==> config.mk <==
export PLATFORM = sky130hd
export DESIGN_NAME = logic_gate_mux_driver
export DESIGN_NICKNAME = d
export VERILOG_FILES = /design/src/rtl/lgm_pkg.sv /design/src/rtl/logic_gate_mux_driver.sv
export SDC_FILE = /design/constraint.sdc
export NUM_CORES = 1
export LEC_CHECK = 0
export ABC_CLOCK_PERIOD_IN_PS = 4800
export BUFFER_PORTS_ARGS = -buffer_cell sky130_fd_sc_hd__buf_4
export CAP_MARGIN = 10
export CORE_ASPECT_RATIO = 0.75
export CORE_MARGIN = 4
export CORE_UTILIZATION = 55
export CTS_CLUSTER_SIZE = 40
export DETAILED_ROUTE_END_ITERATION = 8
export MAX_ROUTING_LAYER = met4
export PLACE_DENSITY = 0.79
export SLEW_MARGIN = 40
export SYNTH_ARGS = -nofsm -noshare
export SYNTH_HDL_FRONTEND = slang
export SYNTH_SLANG_ARGS = --single-unit
export TNS_END_PERCENT = 30
==> constraint.sdc <==
create_clock -name clk -period 4.8 [get_ports clk]
set_input_delay 0 -clock clk [delete_from_list [all_inputs] [get_ports clk]]
set_output_delay 0 -clock clk [all_outputs]
set_load 0.005 [all_outputs]
==> src/rtl/lgm_pkg.sv <==
// Shared definitions for the logic_gate_mux operand protocol: gate codes, response
// status codes, driver FSM states and the operand mask helper.
package lgm_pkg;

    localparam logic [3:0] GateAnd  = 4'd2;
    localparam logic [3:0] GateOr   = 4'd3;
    localparam logic [3:0] GateNot  = 4'd4;
    localparam logic [3:0] GateNand = 4'd5;
    localparam logic [3:0] GateNor  = 4'd6;
    localparam logic [3:0] GateXor  = 4'd7;
    localparam logic [3:0] GateXnor = 4'd8;

    localparam logic [1:0] StatusOk      = 2'd0;
    localparam logic [1:0] StatusTimeLim = 2'd1;
    localparam logic [1:0] StatusInpNum  = 2'd2;
    localparam logic [1:0] StatusWdog    = 2'd3;

    typedef enum logic [3:0] {
        StIdle,
        StEnable,
        StSendOp,
        StGap,
        StFinal,
        StWaitRsp,
        StClrErr,
        StMuxRst,
        StRespond
    } lgm_state_e;

    // Bits set for the operands in use; nin is operand count minus one.
    function automatic logic [3:0] op_mask(input logic [1:0] nin);
        return 4'b1111 >> (2'd3 - nin);
    endfunction

endpackage

==> src/rtl/logic_gate_mux_driver.sv <==
// Initiator for the logic_gate_mux operand protocol. Takes one host command, sequences
// en / operand acks / final ack into the mux, waits for the result or an error, recovers
// the mux and hands a result/status record back to the host.
module logic_gate_mux_driver
    import lgm_pkg::*;
#(
    parameter int unsigned OP_GAP       = 2,
    parameter int unsigned RESP_TIMEOUT = 32
) (
    input  logic       clk,
    input  logic       reset,
    input  logic       cmd_valid,
    output logic       cmd_ready,
    input  logic [3:0] cmd_gate,
    input  logic [1:0] cmd_nin,
    input  logic [3:0] cmd_ops,
    output logic       rsp_valid,
    input  logic       rsp_ready,
    output logic       rsp_out,
    output logic [1:0] rsp_status,
    output logic [1:0] rsp_inp_err,
    output logic       en,
    output logic [3:0] gate_type,
    output logic [1:0] no_of_inp,
    output logic       op1,
    output logic       op2,
    output logic       op3,
    output logic       op4,
    output logic       op_ack_in_pulse,
    output logic       final_inp_ack,
    output logic       err_clr,
    output logic       mux_reset,
    input  logic       out,
    input  logic       op_ack_out,
    input  logic       time_lim_err,
    input  logic [1:0] inp_num_err
);

    // Only meaningful when OP_GAP > 0; the zero-gap path never looks at it.
    localparam logic [3:0] GapLast   = 4'(OP_GAP - 1);
    localparam logic [5:0] WdogLimit = 6'(RESP_TIMEOUT);

    lgm_state_e state_q, state_d;
    logic [3:0] cmd_gate_q, cmd_gate_d;
    logic [1:0] cmd_nin_q, cmd_nin_d;
    logic [3:0] cmd_ops_q, cmd_ops_d;
    logic [1:0] op_idx_q, op_idx_d;
    logic       last_q, last_d;
    logic [3:0] gap_q, gap_d;
    logic [5:0] wdog_q, wdog_d;

    logic       cmd_ready_q, cmd_ready_d;
    logic       rsp_valid_q, rsp_valid_d;
    logic       rsp_out_q, rsp_out_d;
    logic [1:0] rsp_status_q, rsp_status_d;
    logic [1:0] rsp_inp_err_q, rsp_inp_err_d;
    logic       en_q, en_d;
    logic [3:0] gate_type_q, gate_type_d;
    logic [1:0] no_of_inp_q, no_of_inp_d;
    logic [3:0] ops_q, ops_d;
    logic       op_ack_q, op_ack_d;
    logic       final_q, final_d;
    logic       err_clr_q, err_clr_d;
    logic       mux_reset_q, mux_reset_d;
    logic       hold;

    // Next-state, counters, response capture and registered-output decode.
    always_comb begin
        state_d       = state_q;
        cmd_gate_d    = cmd_gate_q;
        cmd_nin_d     = cmd_nin_q;
        cmd_ops_d     = cmd_ops_q;
        op_idx_d      = op_idx_q;
        last_d        = last_q;
        gap_d         = gap_q;
        wdog_d        = wdog_q;
        rsp_out_d     = rsp_out_q;
        rsp_status_d  = rsp_status_q;
        rsp_inp_err_d = rsp_inp_err_q;

        unique case (state_q)
            StIdle: begin
                if (cmd_valid && cmd_ready_q) begin
                    cmd_gate_d = cmd_gate;
                    cmd_nin_d  = cmd_nin;
                    cmd_ops_d  = cmd_ops & op_mask(cmd_nin);
                    op_idx_d   = 2'd0;
                    last_d     = 1'b0;
                    state_d    = StEnable;
                end
            end
            StEnable: state_d = StSendOp;
            StSendOp: begin
                last_d   = (op_idx_q == cmd_nin_q);
                op_idx_d = op_idx_q + 2'd1;
                gap_d    = 4'd0;
                if (OP_GAP == 0) begin
                    state_d = (op_idx_q == cmd_nin_q) ? StFinal : StSendOp;
                end else begin
                    state_d = StGap;
                end
            end
            StGap: begin
                if (gap_q != 4'hF) gap_d = gap_q + 4'd1;
                if (gap_q >= GapLast) state_d = last_q ? StFinal : StSendOp;
            end
            StFinal: begin
                wdog_d  = 6'd0;
                state_d = StWaitRsp;
            end
            StWaitRsp: begin
                if (wdog_q != 6'h3F) wdog_d = wdog_q + 6'd1;
                if (time_lim_err) begin
                    rsp_status_d  = StatusTimeLim;
                    rsp_out_d     = 1'b0;
                    rsp_inp_err_d = inp_num_err;
                    state_d       = StClrErr;
                end else if (inp_num_err != 2'd0) begin
                    rsp_status_d  = StatusInpNum;
                    rsp_out_d     = 1'b0;
                    rsp_inp_err_d = inp_num_err;
                    state_d       = StClrErr;
                end else if (op_ack_out) begin
                    rsp_status_d  = StatusOk;
                    rsp_out_d     = out;
                    rsp_inp_err_d = 2'd0;
                    state_d       = StMuxRst;
                end else if (wdog_q == WdogLimit) begin
                    rsp_status_d  = StatusWdog;
                    rsp_out_d     = 1'b0;
                    rsp_inp_err_d = inp_num_err;
                    state_d       = StClrErr;
                end
            end
            StClrErr: state_d = StMuxRst;
            StMuxRst: state_d = StRespond;
            StRespond: begin
                if (rsp_valid_q && rsp_ready) state_d = StIdle;
            end
            default: state_d = StIdle;
        endcase

        // Mux-side outputs follow the state one cycle later; host-side handshake outputs
        // look at the next state so they never overlap a transfer.
        hold        = (state_q != StIdle) && (state_q != StRespond);
        en_d        = (state_q == StEnable);
        op_ack_d    = (state_q == StSendOp);
        final_d     = (state_q == StFinal);
        err_clr_d   = (state_q == StClrErr);
        mux_reset_d = (state_q != StMuxRst);
        gate_type_d = hold ? cmd_gate_q : 4'd0;
        no_of_inp_d = hold ? cmd_nin_q : 2'd0;
        ops_d       = hold ? cmd_ops_q : 4'd0;
        cmd_ready_d = (state_d == StIdle);
        rsp_valid_d = (state_q == StRespond) && !(rsp_valid_q && rsp_ready);
    end

    // State and output registers; mux_reset is held low while the driver is in reset.
    always_ff @(posedge clk or negedge reset) begin
        if (!reset) begin
            state_q       <= StIdle;
            cmd_gate_q    <= 4'd0;
            cmd_nin_q     <= 2'd0;
            cmd_ops_q     <= 4'd0;
            op_idx_q      <= 2'd0;
            last_q        <= 1'b0;
            gap_q         <= 4'd0;
            wdog_q        <= 6'd0;
            cmd_ready_q   <= 1'b1;
            rsp_valid_q   <= 1'b0;
            rsp_out_q     <= 1'b0;
            rsp_status_q  <= 2'd0;
            rsp_inp_err_q <= 2'd0;
            en_q          <= 1'b0;
            gate_type_q   <= 4'd0;
            no_of_inp_q   <= 2'd0;
            ops_q         <= 4'd0;
            op_ack_q      <= 1'b0;
            final_q       <= 1'b0;
            err_clr_q     <= 1'b0;
            mux_reset_q   <= 1'b0;
        end else begin
            state_q       <= state_d;
            cmd_gate_q    <= cmd_gate_d;
            cmd_nin_q     <= cmd_nin_d;
            cmd_ops_q     <= cmd_ops_d;
            op_idx_q      <= op_idx_d;
            last_q        <= last_d;
            gap_q         <= gap_d;
            wdog_q        <= wdog_d;
            cmd_ready_q   <= cmd_ready_d;
            rsp_valid_q   <= rsp_valid_d;
            rsp_out_q     <= rsp_out_d;
            rsp_status_q  <= rsp_status_d;
            rsp_inp_err_q <= rsp_inp_err_d;
            en_q          <= en_d;
            gate_type_q   <= gate_type_d;
            no_of_inp_q   <= no_of_inp_d;
            ops_q         <= ops_d;
            op_ack_q      <= op_ack_d;
            final_q       <= final_d;
            err_clr_q     <= err_clr_d;
            mux_reset_q   <= mux_reset_d;
        end
    end

    assign cmd_ready       = cmd_ready_q;
    assign rsp_valid       = rsp_valid_q;
    assign rsp_out         = rsp_out_q;
    assign rsp_status      = rsp_status_q;
    assign rsp_inp_err     = rsp_inp_err_q;
    assign en              = en_q;
    assign gate_type       = gate_type_q;
    assign no_of_inp       = no_of_inp_q;
    assign op1             = ops_q[0];
    assign op2             = ops_q[1];
    assign op3             = ops_q[2];
    assign op4             = ops_q[3];
    assign op_ack_in_pulse = op_ack_q;
    assign final_inp_ack   = final_q;
    assign err_clr         = err_clr_q;
    assign mux_reset       = mux_reset_q;

endmodule

==> qor.csv, run 1 <==
metric;value;unit
final_area;0.00280;sq mm
tightest_slew;0.730;ns
synth.distinct_cells;51;
grt_pass1_wl;7600;microns
cts_setup_buffers;0;
worstPathRequired;5.03;ns
slowest_stage;dfrtp_1;
maxSlewViolCount;0;
finalHoldViolations;0;
io_pins;41;
ir_drop;376;uV
cts_hold_buf;16;
grt_antenna_before_repair;0;
core-area;0.00376;sq mm
ys_async_sr_fraction;1.00;
hpwl;3050;microns
layout-area-overhead-vs-synth;27.9;%
min_path_cells;3;
path_buf_inv;1;
synth_edf_count;0;
seq_area_frac_synth;0.561;
netlist_top_cells_area;dfrtp_1, mux2_2, nor2b_1;
drcViolationCount;0;
slew_headroom;0.511;
cts_tree;built;
powerDensity;550;mW/mm^2
cpPeakStageDelay;0.70;ns
yosys.area.top_type;dfrtp_1;
critPathTopFamily;simple AND/OR/NAND/NOR gates;
clk_pin_slew_worst_paths;0.09;ns
outcome;finished, final reports clean;
htree_levels;2;
ctsRootBufferMaster;clkbuf_8;
syn_inst;195;
worstPathCellList;nand4bb_1, nor4_1, nand3_1, dlygate4sd3_1, o21ai_0;
fin_setup_tns;0;ns
fin_nets;271;
syn_area_per_cell;11.2;sq um
ff_latch_area;0.00123;sq mm
clk_path_buf_depth;2;
drv_cap;0;
fp.dieH;62.6;microns
synth_seq_cells;49;
cts.sinks;49;
fillers;270;
r2r.worst_path.cells;5;
drt_wl_total;4500;microns
clock_skew;0.00736;ns
start_util;0.583;
wire_per_inst;15.0;microns
grt_pass1_vias;1572;
postPlaceCellArea;0.00250;sq mm
clock_latency;0.30;ns
antenna_cells;0;
grt_max_degree;50;
fmax;0.405;GHz
place_congestion;0.838;
drt_iter0_markers;87;
fin_crit;2.47;ns
grt.overflow.total;0;
hold_class;primary input to flip-flop;
p_leak;1.28;nW
r2r_setup_slack;2.33;ns
num_vias;1635;
ctsResizeCount;0;
antenna_left;0;
synth_top_area_share;0.549;
rsz0062_at_grt;no;
setup_viol;0;
yosysWarningCount;0;
die_w;80.8;microns
viasPerCell;5.45;
cts_buffers;5;
grt_use_total;0.203;
dr.pass1.iters;4;
drive_above_1_share;0.270;
ys.flop_type;dfrtp_1;
synthesis.area;0.00219;sq mm
multi_input_area;878;sq um
cp_max_fo;19;
synthesis.nets;219;
critPathArrivalTime;2.70;ns
cp-end-kind;flip-flop;
fin_crit_sh;0.515;
cp-start-kind;flip-flop;
criticalPathCategory;flip-flop to flip-flop;
path_depth;5;
dieArea;0.00506;sq mm
io_buffers;40;
rows;19;
[final cells by class]
cell class / count / share of cell area
multi-input cells: 127 / 0.314
clock inverters: 3 / 0.0246
well taps: 52 / 0.0232
flip-flops and latches: 49 / 0.439
repair buffers: 56 / 0.165
clock buffers: 5 / 0.0246
inverters: 8 / 0.0107
[final timing paths]
check	startpoint	endpoint
max	state_q[0]$_DFF_PN0_	rsp_out$_DFFE_PN0P_
min	rsp_ready	rsp_valid$_DFF_PN0_
max reg2reg	state_q[0]$_DFF_PN0_	rsp_out$_DFFE_PN0P_
min reg2reg	cmd_gate_q[2]$_DFFE_PN0P_	gate_type[2]$_DFF_PN0_
max in group asynchronous	reset	wdog_q[4]$_DFFE_PN0P_
min in group asynchronous	reset	gap_q[3]$_DFFE_PN0P_
[metrics by stage]
stage	power [mW]	hold slack [ns]	worst slack [ns]	utilization	cells
2_1_floorplan	0.996	-0.296	3.02	-	195
5_1_grt	1.66	0.0244	2.16	0.745	300
4_1_cts	1.55	0.0244	2.36	0.745	300
3_5_place_dp	1.19	0.0482	2.78	0.666	276
3_3_place_gp	1.15	0.0368	2.74	0.664	276
6_report	1.54	0.0348	2.33	0.745	300
[worst min-delay path, stage by stage]
cell and delay (ns):
buf_4 0.08, nand2_1 0.04, and3_1 0.18
[sequential cells by signal, indices dropped and copies added (netlist names), 4 cells and up]
| register | flops |
|---|---|
| wdog_q | 6 |
| gap_q | 4 |
| gate_type | 4 |
| cmd_gate_q | 4 |
| ops_q | 4 |
| cmd_ops_q | 4 |
| state_q | 4 |
[cells in the mapped netlist (5+ instances only)]
| cell | n |
|---|---|
| nand3_1 | 6 |
| nor2b_1 | 11 |
| ha_1 | 5 |
| dfrtp_1 | 48 |
| a21oi_1 | 9 |
| mux2_2 | 11 |
| inv_1 | 8 |
| nand2_1 | 13 |
| nor2_1 | 9 |
| o21ai_0 | 9 |
| nand4_1 | 5 |
[routing by layer]
metal	up-vias	routed length, microns	GRT usage
li1	794	-	-
met1	797	2010	0.267
met2	36	2220	0.310
met3	8	192	0.0432
met4	0	82	0.0759
met5	-	0	-
[cell families (layout without fill, tap and decap cells)]
kind of cell | after synthesis | count (layout) | synth area share
and+or+nand+nor | 72 | 72 | 0.193
muxes | 12 | 12 | 0.0612
buffers and inverters | 19 | 72 | 0.0406
AOI/OAI and AO/OA | 35 | 35 | 0.104
DFF | 49 | 49 | 0.561
xor gates and xnor gates | 3 | 3 | 0.0120
adders and majority gates | 5 | 5 | 0.0286
[cells in the final DEF (no fill, tap or decap), types with 2 or more instances in the layout]
cell            n
clkbuf_8        5
a31oi_1         2
and3_1          3
buf_4          40
nand3_1         6
nand2b_1        3
a22o_1          3
bufinv_16       2
nor4_1          2
nor4b_1         2
nand2_1        13
ha_1            5
nor3_1          3
dlygate4sd3_1  16
xnor2_1         2
mux2_2         11
and2_1          2
nand4_1         5
or2_2           2
nor2_1          9
inv_1           8
dfrtp_1        48
o21ai_0         9
nor2b_1        11
a21oi_1         9
[where the power goes]
part / total [mW] / switching [mW] / internal [mW]
clock: 0.349 / 0.139 / 0.210
combinational: 0.498 / 0.223 / 0.275
sequential: 0.694 / 0.132 / 0.562
total: 1.54 / 0.494 / 1.05
Note: power is estimated with default switching activity, not from simulation.
==> inputs of run 2 (changes only) <==
- ABC_CLOCK_PERIOD_IN_PS: 4800 -> 2350
- CORE_UTILIZATION: 55 -> 54
- PLACE_DENSITY: 0.79 -> 0.78
- clock period: 4.8 -> 2.35 ns (I/O delays scaled with it)
==> run 2 against run 1 <==
Sequential share of layout area rose by 0.16 points; fmax rose by 14%; die area rose by 1.6%; sequential power rose by 100%; total power rose by 93%; register-to-register slack got worse by 2.1 ns; clock power rose by 47%; routed wire length barely moved; worst setup slack got worse by 2.1 ns; final cell count rose by 1.3%; combinational power rose by 110%; core utilization fell by 0.73 points; largest cell class unchanged.
==> qor.csv, run 2 (synthesized netlist as in run 1, its figures left out) <==
metric;value;unit
powerDensity;1070;mW/mm^2
setup_viol;0;
instances_no_fill;304;
grt_max_degree;50;
drcViolationCount;0;
cp_max_fo;14;
wire_per_inst;14.8;microns
ctsRootBufferMaster;clkbuf_8;
drt_wl_total;4500;microns
fin_crit;2.16;ns
place_congestion;0.810;
clk_path_buf_depth;2;
clock_latency;0.30;ns
num_vias;1671;
die_w;81.5;microns
grt_pass1_vias;1540;
cts.sinks;49;
clk_pin_slew_worst_paths;0.10;ns
fillers;248;
rows;19;
core-area;0.00378;sq mm
outcome;finished, final reports clean;
cts_buffers;5;
io_pins;41;
fin_setup_tns;0;ns
critPathArrivalTime;2.40;ns
clock_skew;0.00985;ns
maxSlewViolCount;0;
top_register;wdog_q;
largest_reg_flops;6;
layout-area-overhead-vs-synth;27.4;%
antenna_cells;0;
rsz0062_at_grt;no;
hold_class;primary input to flip-flop;
cp-end-kind;flip-flop;
slew_headroom;0.553;
drt_iter0_markers;103;
grt_antenna_before_repair;0;
r2r_end;rsp_out$_DFFE_PN0P_;
layout_common_cells;dfrtp_1, buf_4, dlygate4sd3_1;
tightest_slew;0.654;ns
placed_cells;279;
crit_end;rsp_out$_DFFE_PN0P_;
hpwl;3110;microns
dieArea;0.00515;sq mm
fin_nets;275;
dr.pass1.iters;4;
grt.overflow.total;0;
fin_crit_sh;0.921;
final_common_cell;dfrtp_1;
r2r.worst_path.cells;5;
io_buffers;40;
grt_use_total;0.189;
start_util;0.579;
viasPerCell;5.50;
cts_tree;built;
criticalPathCategory;flip-flop to flip-flop;
grt_pass1_wl;7280;microns
worstPathRequired;2.58;ns
ir_drop;903;uV
cp-start-kind;flip-flop;
fmax;0.462;GHz
r2r-start;state_q[1]$_DFF_PN0_;
cts_setup_buffers;0;
drive_above_1_share;0.278;
postPlaceCellArea;0.00252;sq mm
p_leak;1.27;nW
r2r_setup_slack;0.19;ns
antenna_left;0;
finalHoldViolations;0;
power;2.98;mW
startpoint;state_q[1]$_DFF_PN0_;
htree_levels;2;
final_area;0.00279;sq mm
fp.dieH;63.1;microns
drv_cap;0;
==> run 2: cell types whose count changed in the layout (fill, tap and decap cells not counted), sizes merged <==
cell         change
dlygate4sd3      +1
bufinv           -2
buf              +3
clkinvlp         +2
==> run 2: power breakdown <==
| group | leakage, nW | switching, mW | internal (mW) |
|---|---|---|---|
| logic | 0.609 | 0.483 | 0.582 |
| registers | 0.622 | 0.251 | 1.15 |
| clock network | 0.0423 | 0.297 | 0.217 |
| total | 1.27 | 1.03 | 1.95 |
==> run 2: timing repair <==
item,in CTS,in global routing
setup endpoints to repair,0,1
hold buffers,17,0
hold endpoints to repair,62,0
resized for setup,0,1
==> run 2: worst min path at each step <==
stage,startpoint,endpoint,slack [ns],cells after the start
3_5_place_dp,reset,rsp_status[0]$_DFFE_PN0P_,0.05,1
5_1_grt,rsp_ready,rsp_valid$_DFF_PN0_,0.04,3
6_report,rsp_ready,rsp_valid$_DFF_PN0_,0.03,3
4_1_cts,rsp_ready,rsp_valid$_DFF_PN0_,0.03,3
3_3_place_gp,reset,rsp_status[1]$_DFFE_PN0P_,0.04,1
2_1_floorplan,reset,cmd_gate_q[0]$_DFFE_PN0P_,-0.30,0
==> run 2: cell type report <==
class / instances / area, sq um / share of cell area
Clock buffer: 5 / 68.8 / 0.0247
Clock inverter: 3 / 26.3 / 0.00942
Inverter: 8 / 30.0 / 0.0108
Multi-Input combinational cell: 127 / 878 / 0.315
Sequential cell: 49 / 1230 / 0.440
Tap cell: 52 / 65.1 / 0.0233
Timing Repair Buffer: 60 / 493 / 0.177
==> run 2: metal layers <==
layer | part of all wire | GRT usage | vias up | wire [microns]
met5 | 0 | - | - | 0
met3 | 0.062 | 0.0484 | 3 | 279
met2 | 0.48 | 0.294 | 46 | 2160
met4 | 0.0044 | 0.0316 | 0 | 20
met1 | 0.45 | 0.256 | 816 | 2040
li1 | - | - | 806 | -
==> run 2: per-stage QoR <==
stage | hold slack, ns | utilization | worst slack [ns]
floorplan | -0.296 | - | 0.573
global placement | 0.0371 | 0.666 | 0.456
detailed placement | 0.0471 | 0.666 | 0.346
CTS | 0.0279 | 0.736 | 0.119
global route | 0.0368 | 0.738 | 0.0890
finish | 0.0284 | 0.738 | 0.185
==> run 2: worst max-delay path, cell delays in order (launching register included) <==
cell and delay (ns):
dfrtp_1 0.52, nand4bb_1 0.42, nor4_2 0.39, nand3_1 0.12
dlygate4sd3_1 0.57, o21ai_0 0.07
